<file path="config.mk">
export PLATFORM = sky130hd
export DESIGN_NAME = account_store
export DESIGN_NICKNAME = d
export VERILOG_FILES = /design/src/rtl/account_store.sv
export SDC_FILE = /design/constraint.sdc
export NUM_CORES = 1
export LEC_CHECK = 0
export BUFFER_PORTS_ARGS = -buffer_cell sky130_fd_sc_hd__clkbuf_2
export CAP_MARGIN = 20
export CORE_ASPECT_RATIO = 2
export CORE_MARGIN = 5
export CORE_UTILIZATION = 35
export CTS_BUF_LIST = sky130_fd_sc_hd__clkbuf_4 sky130_fd_sc_hd__clkbuf_8
export DETAILED_ROUTE_END_ITERATION = 6
export SYNTH_ARGS = -nofsm -noshare
export SYNTH_HDL_FRONTEND = slang
export SYNTH_SLANG_ARGS = --single-unit
</file>
<file path="constraint.sdc">
create_clock -name clk -period 4.44 [get_ports clk]
set_input_delay 0.666 -clock clk [delete_from_list [all_inputs] [get_ports clk]]
set_output_delay 0.666 -clock clk [all_outputs]
set_load 0.005 [all_outputs]
</file>
<file path="src/rtl/account_store.sv">
// Account table with card lookup, PIN verification, retry lockout and balance commit.
module account_store #(
  parameter int unsigned NUM_ACCOUNTS   = 4,
  parameter int unsigned MAX_TRIES      = 3,
  parameter int unsigned TIMEOUT_CYCLES = 14,
  localparam int unsigned IDXW = (NUM_ACCOUNTS > 1) ? $clog2(NUM_ACCOUNTS) : 1
) (
  input  logic            clk,
  input  logic            rst,
  input  logic            prog_en_i,
  input  logic [IDXW-1:0] prog_idx_i,
  input  logic [7:0]      prog_cardno_i,
  input  logic [3:0]      prog_pin_i,
  input  logic [4:0]      prog_balance_i,
  input  logic            card_valid_i,
  input  logic [7:0]      cardno_i,
  output logic            card_ready_o,
  input  logic            pin_valid_i,
  input  logic [3:0]      pin_i,
  input  logic            txn_valid_i,
  input  logic [4:0]      txn_balance_i,
  input  logic            session_end_i,
  output logic            auth_ok_o,
  output logic            auth_fail_o,
  output logic            card_reject_o,
  output logic            card_locked_o,
  output logic            timeout_o,
  output logic            session_active_o,
  output logic [3:0]      correct_pin_o,
  output logic [4:0]      current_balance_o
);

  localparam int unsigned TW = (TIMEOUT_CYCLES > 1) ? $clog2(TIMEOUT_CYCLES + 1) : 1;

  typedef enum logic [1:0] {S_IDLE, S_LOOKUP, S_WAIT_PIN, S_SESSION} state_e;

  state_e          state_q;
  logic [7:0]      tbl_card_q  [NUM_ACCOUNTS];
  logic [3:0]      tbl_pin_q   [NUM_ACCOUNTS];
  logic [4:0]      tbl_bal_q   [NUM_ACCOUNTS];
  logic            tbl_lock_q  [NUM_ACCOUNTS];
  logic [2:0]      tbl_fails_q [NUM_ACCOUNTS];
  logic [7:0]      card_q;
  logic [IDXW-1:0] idx_q;
  logic [TW-1:0]   timer_q;

  logic       auth_ok_q, auth_fail_q, card_reject_q, card_locked_q, timeout_q;
  logic       session_active_q;
  logic [3:0] correct_pin_q;
  logic [4:0] current_balance_q;

  // Card acceptance is gated by programming so a table write always wins.
  assign card_ready_o = (state_q == S_IDLE) && !prog_en_i;

  // Session FSM, table storage and registered outputs.
  always_ff @(posedge clk or posedge rst) begin
    if (rst) begin
      state_q           <= S_IDLE;
      card_q            <= '0;
      idx_q             <= '0;
      timer_q           <= '0;
      auth_ok_q         <= 1'b0;
      auth_fail_q       <= 1'b0;
      card_reject_q     <= 1'b0;
      card_locked_q     <= 1'b0;
      timeout_q         <= 1'b0;
      session_active_q  <= 1'b0;
      correct_pin_q     <= '0;
      current_balance_q <= '0;
      for (int unsigned i = 0; i < NUM_ACCOUNTS; i++) begin
        tbl_card_q[i]  <= '0;
        tbl_pin_q[i]   <= '0;
        tbl_bal_q[i]   <= '0;
        tbl_lock_q[i]  <= 1'b0;
        tbl_fails_q[i] <= '0;
      end
    end else begin
      auth_ok_q     <= 1'b0;
      auth_fail_q   <= 1'b0;
      card_reject_q <= 1'b0;
      card_locked_q <= 1'b0;
      timeout_q     <= 1'b0;
      case (state_q)
        S_IDLE: begin
          if (prog_en_i) begin
            tbl_card_q[prog_idx_i]  <= prog_cardno_i;
            tbl_pin_q[prog_idx_i]   <= prog_pin_i;
            tbl_bal_q[prog_idx_i]   <= prog_balance_i;
            tbl_lock_q[prog_idx_i]  <= 1'b0;
            tbl_fails_q[prog_idx_i] <= '0;
          end else if (card_valid_i && (cardno_i != '0)) begin
            card_q  <= cardno_i;
            idx_q   <= '0;
            state_q <= S_LOOKUP;
          end
        end
        S_LOOKUP: begin
          // Sequential scan, so the lowest matching index wins.
          if (tbl_card_q[idx_q] == card_q) begin
            if (tbl_lock_q[idx_q]) begin
              card_reject_q <= 1'b1;
              card_locked_q <= 1'b1;
              state_q       <= S_IDLE;
            end else begin
              correct_pin_q     <= tbl_pin_q[idx_q];
              current_balance_q <= tbl_bal_q[idx_q];
              timer_q           <= '0;
              state_q           <= S_WAIT_PIN;
            end
          end else if (idx_q == IDXW'(NUM_ACCOUNTS - 1)) begin
            card_reject_q <= 1'b1;
            state_q       <= S_IDLE;
          end else begin
            idx_q <= idx_q + IDXW'(1);
          end
        end
        S_WAIT_PIN: begin
          if (pin_valid_i) begin
            timer_q <= '0;
            if (pin_i == tbl_pin_q[idx_q]) begin
              auth_ok_q          <= 1'b1;
              tbl_fails_q[idx_q] <= '0;
              session_active_q   <= 1'b1;
              state_q            <= S_SESSION;
            end else begin
              auth_fail_q <= 1'b1;
              if ((tbl_fails_q[idx_q] + 3'd1) == 3'(MAX_TRIES)) begin
                tbl_fails_q[idx_q] <= 3'(MAX_TRIES);
                tbl_lock_q[idx_q]  <= 1'b1;
                card_locked_q      <= 1'b1;
                correct_pin_q      <= '0;
                current_balance_q  <= '0;
                state_q            <= S_IDLE;
              end else begin
                tbl_fails_q[idx_q] <= tbl_fails_q[idx_q] + 3'd1;
              end
            end
          end else if (timer_q == TW'(TIMEOUT_CYCLES - 1)) begin
            timeout_q         <= 1'b1;
            correct_pin_q     <= '0;
            current_balance_q <= '0;
            state_q           <= S_IDLE;
          end else begin
            timer_q <= timer_q + TW'(1);
          end
        end
        S_SESSION: begin
          if (txn_valid_i) begin
            tbl_bal_q[idx_q]  <= txn_balance_i;
            current_balance_q <= txn_balance_i;
            timer_q           <= '0;
          end
          // End of session overrides the balance echo; the commit above still lands.
          if (session_end_i) begin
            session_active_q  <= 1'b0;
            correct_pin_q     <= '0;
            current_balance_q <= '0;
            state_q           <= S_IDLE;
          end else if (!txn_valid_i) begin
            if (timer_q == TW'(TIMEOUT_CYCLES - 1)) begin
              timeout_q         <= 1'b1;
              session_active_q  <= 1'b0;
              correct_pin_q     <= '0;
              current_balance_q <= '0;
              state_q           <= S_IDLE;
            end else begin
              timer_q <= timer_q + TW'(1);
            end
          end
        end
        default: state_q <= S_IDLE;
      endcase
    end
  end

  assign auth_ok_o         = auth_ok_q;
  assign auth_fail_o       = auth_fail_q;
  assign card_reject_o     = card_reject_q;
  assign card_locked_o     = card_locked_q;
  assign timeout_o         = timeout_q;
  assign session_active_o  = session_active_q;
  assign correct_pin_o     = correct_pin_q;
  assign current_balance_o = current_balance_q;

endmodule

</file>
; After elaboration in Yosys (flattened, before gate mapping)
; Index checks and enable logic that the tools add are counted.
; Widths: inputs -> output; s select.
[word_totals]
reg_bits = 115
[op_classes]
n_mux = 121
n_reduce_logical = 23
eq_ne = 28
order_cmp = 4
n_bitwise = 13
add_sub_neg = 3
[op_table]
columns = op, count
row1 = $mux 4, 23
row2 = $mux 5, 14
row3 = $mux 12, 4
row4 = $bwmux 20, 2
row5 = $mux 20, 2
row6 = $pmux 20 s2, 1
row7 = $bwmux 32, 1
row8 = $mux 2, 15
row9 = $mux 1, 27
row10 = $and 12x12->12, 2
row11 = $mux 8, 3
row12 = $not 12->12, 2
row13 = $pmux 12 s2, 1
row14 = $pmux 4 s3, 2
row15 = $ne 2x2->1 const B, 11
row16 = $ne 3x3->1 const B, 7
row17 = $demux 5 s2, 2
row18 = $reduce_and 5->1, 4
row19 = $bmux 8 s2, 1
row20 = $bwmux 16, 1
row21 = $demux 8 s2, 1
row22 = $pmux 5 s3, 1
row23 = $bwmux 12, 1
row24 = $demux 3 s2, 2
row25 = 40 further kinds, 62

; Logic depth before layout (Yosys ltp)
[logic_depth]
depth_word = 11
ltp_mapped = 13
depth_no_buf = 10

; Worst setup path before layout
; OpenSTA, ideal clock, no wires.
[synth_path]
path_kind = reg-to-reg
startpoint = register idx_q[1]
endpoint = register current_balance_q[1], in the netlist current_balance_o[1]
slack_ps = 1323
period_less_slack_ps = 3117
path_stages_with_launch = 12
required_time_ps = 4315
arrival_time_ps = 2992
path_cell_list = dfrtp_1 buf_4 buf_4 clkbuf_1 mux4_2 ha_1 nand2b_1 mux2_4 a41oi_2 nor2_2 a211o_4 mux2_4
[synth_between]
elab_chain_cells = 8
[synth_rtl]
columns = element, line
row1 = start: declaration, 44  ; logic [IDXW-1:0] idx_q;
row2 = start signal: assignment, 114  ; idx_q <= idx_q + IDXW'(1);
row3 = $not 2->3 (implied by the code) *, n/a
row4 = $bmux 3 s2, 127  ; if ((tbl_fails_q[idx_q] + 3'd1) == 3'(MAX_TRIES)) begin
row5 = $mux 3 (implied by the code) (2 in series), 127
row6 = $add 3x1->3, 127
row7 = $eq 3x2->1, 127
row8 = $ne 3x3->1 (no source line), n/a
row9 = $reduce_and 6->1 (no source line), n/a
row10 = end signal: assignment, 106  ; current_balance_q <= tbl_bal_q[idx_q];
row11 = end signal: assignment, 150  ; current_balance_q <= txn_balance_i;
row12 = end: declaration, 50  ; logic [4:0] current_balance_q;
; Every way passes the cells marked *; elsewhere a longest branch is shown, timed or not. The select of a mux whose other input is x is not followed.
; A chain may end at the register's enable or synchronous reset.

; Worst setup path after layout
[layout_path]
startpoint = register idx_q[1]
endpoint = register correct_pin_q[3], in the netlist correct_pin_o[3]
[layout_between]
elab_chain_cells = 8
[layout_rtl]
columns = element, line
row1 = $not 2->3 (implied by the code) *, n/a
row2 = $bmux 3 s2, 127
row3 = $mux 3 (implied by the code) (2 in series), 127
row4 = $add 3x1->3, 127
row5 = $eq 3x2->1, 127
row6 = $ne 3x3->1 (no source line), n/a
row7 = $reduce_and 6->1 (no source line), n/a
row8 = end signal: assignment, 105  ; correct_pin_q <= tbl_pin_q[idx_q];
row9 = end: declaration, 49  ; logic [3:0] correct_pin_q;
; Marks and branches as above.

==> results.ini <==
[run_status]
status=completed

[synthesis]
synth_nets=577
synth-simple-area-share_pct=10.1
ys_ff_latch=115
synth-adder-area-share_pct=2.53
yosys_warnings=0
synthXorXnorAreaFrac_pct=1.92
synth_compound_area_share_pct=13.8
yosys.area.top_type_share_pct=48.4
synthTopCellsByCount=115 x dfrtp_1, 57 x mux2_2, 48 x nand2_1
synth_area_leaders=dfrtp_1 48%, mux2_2 11%, mux4_2 7.6%
yosysSeqAreaShare_pct=48.4
synth_most_common_cell=dfrtp_1
synth-edff-count=0
ys_types=48
syn_inst=522
yosysTopAreaCell=dfrtp_1
synth_flop_cell=dfrtp_1
synthArstFlopShare_pct=100
syn_area_um2=5940
muxShareOfSynthArea_pct=20.0
synth_area_per_cell_um2=11.4
synth_top_family_by_area=multiplexers

[routing]
drtIter0Drc=277
drcViolationCount=0
wl_met2_um=8290
top_layer_used=met4
dr_total_vias=4438
via_per_inst=5.55
dr.pass1.iters=5
met3_length_um=712
postRouteAntennaNets=0
wire_per_inst_um=19.2
routed_wirelength_um=15400
wl_met1_um=5670

[clock_network]
clkSlewWorstSetupHoldPaths_ps=80
post_cts_buffers=0
cts_tree=yes
clk_latency_ps=440
cts-resized-gates=0
cts_hold_buf=0
cts_made_buffers=17
cts_max_level=4
clock-sinks=115
clock_path_buffers=2
clock-root-buffer=clkbuf_8

[layout]
nets=634
final_cell_area_um2=6820
nFillCells=1642
final_util_pct=40.7
drive_above_1_share_pct=30.7
num_antenna_cells=0
area_delta_synth_final_pct=14.8

[global_route]
grt_first_pass_wirelength_um=25200
grt_pass1_vias=4840
grtUsageTotal_pct=16.3
antenna_found_initial=0
grt_max_degree=61
overflow=0

[die]
die-height_um=194
io_pins=59
rows=67
core_area_um2=16800
initial_core_util_pct=35.4
die_area_um2=19800
die_w_um=102

[critical_path]
start_kind=register
required_ps=4730
worst_r2r_path_depth=8
path_max_fanout=15
critPathArrivalTime_ps=3550
path_class=reg2reg
critPathCaptureType=register

[hold_path]
hp-class=in2async

[timing]
finalSetupViolCount=0
rsz0062_at_grt=no
finClkSkew_ps=14.8
hold_violations=0
finalWorstSetupSlack_ps=1180
max_freq_mhz=307
fin_crit_ps=3260
tightest_slew_ps=869
max_slew_margin_pct=41.7
setup_tns_ps=0
period_share_pct=73.4
slew_viol_final=0

[placed_design]
postPlaceCellArea_um2=6410
port_buffers=58
place.gp.congestion=0.857
dpl.hpwl_um=11600
pre_cts_ws_ps=1140

[pwr]
ir_worst_vdd_mv=0.335
p_leak_nw=3.01
power_density_nw_per_um2=615

[flow_run]
drv_cap=0

## worst max-delay path, cell delays in order, from the launching register on
cell	delay, ps
dfrtp_1	850
mux4_2	450
ha_1	270
nand2b_1	160
mux2_4	310
a41oi_2	270
nor2_2	110
nor3_1	510
o22ai_1	180
## state kept, by name (all words and copies together) (netlist names)
signal / flops
tbl_pin_q: 16
card_locked_o: 1
tbl_lock_q: 4
tbl_card_q: 32
correct_pin_o: 4
auth_fail_o: 1
tbl_bal_q: 20
session_active_o: 1
card_reject_o: 1
state_q: 2
timer_q: 4
idx_q: 2
tbl_fails_q: 12
card_q: 8
current_balance_o: 5
auth_ok_o: 1
timeout_o: 1
## power by group
| group | total (mW) | internal, mW | switching, mW |
|---|---|---|---|
| sequential | 1.70 | 1.44 | 0.257 |
| combinational | 1.48 | 0.761 | 0.717 |
| clock | 1.02 | 0.566 | 0.452 |
| total | 4.20 | 2.77 | 1.43 |
## routing by layer
metal / vias to the layer above / track usage (%)
li1: 2022 / -
met1: 2223 / 18.1
met2: 146 / 28.5
met3: 47 / 3.56
met4: 0 / 8.42
met5: - / 0
## cell usage in the layout (no fill, tap or decap), types with 4 or more instances in the layout
master,instances
inv_1,18
buf_4,5
nor2b_1,7
mux2_4,4
clkbuf_2,58
a21o_1,6
a21oi_1,14
a22o_1,13
mux4_2,20
nand2b_1,5
clkinv_2,4
nor3_1,7
mux2_2,57
dfrtp_1,115
nand3_1,6
nand4_1,5
nand2_1,48
a22oi_1,22
o22ai_1,6
ha_1,12
xnor2_1,13
o21ai_0,45
clkbuf_8,17
nor2_1,37
and2_0,4
## area by class of cell
cell class / instances / area [um2] / share of cell area (%)
tap: 207 / 259 / 3.80
sequential: 115 / 2880 / 42.2
inverter: 19 / 73.8 / 1.08
multi-input combinational: 363 / 2870 / 42.1
timing repair buffer: 63 / 328 / 4.81
clock buffer: 19 / 249 / 3.65
clock inverter: 13 / 160 / 2.35
## path summary, 6_finish.rpt
kind / from / endpoint / slack (ps)
worst max-delay path: idx_q[1] / correct_pin_o[3] / 1180
worst min-delay path: rst / tbl_pin_q[4] / 340
worst max register to register: idx_q[1] / correct_pin_o[3] / 1180
worst min register to register: tbl_bal_q[4] / tbl_bal_q[4] / 490
max in group asynchronous: rst / tbl_card_q[4] / 3180
min in group clk: cardno_i[1] / card_q[1] / 470
## cell families after synthesis
kind of cell | Yosys count
AO/OA/AOI/OAI | 124
flip-flops | 115
adder cells (fa/ha/maj) | 12
multiplexers | 83
buffers and inverters | 44
AND/OR/NAND/NOR | 131
XOR/XNOR | 13
## per-stage QoR
step / power [mW] / std cells / hold WS [ps]
2_1_floorplan: 2.79 / 522 / 445
3_3_place_gp: 3.14 / 767 / 468
3_5_place_dp: 3.20 / 767 / 476
4_1_cts: 4.23 / 799 / 363
5_1_grt: 4.45 / 799 / 395
6_report: 4.20 / 799 / 339
No activity file was read; power rests on OpenSTA's default activity.
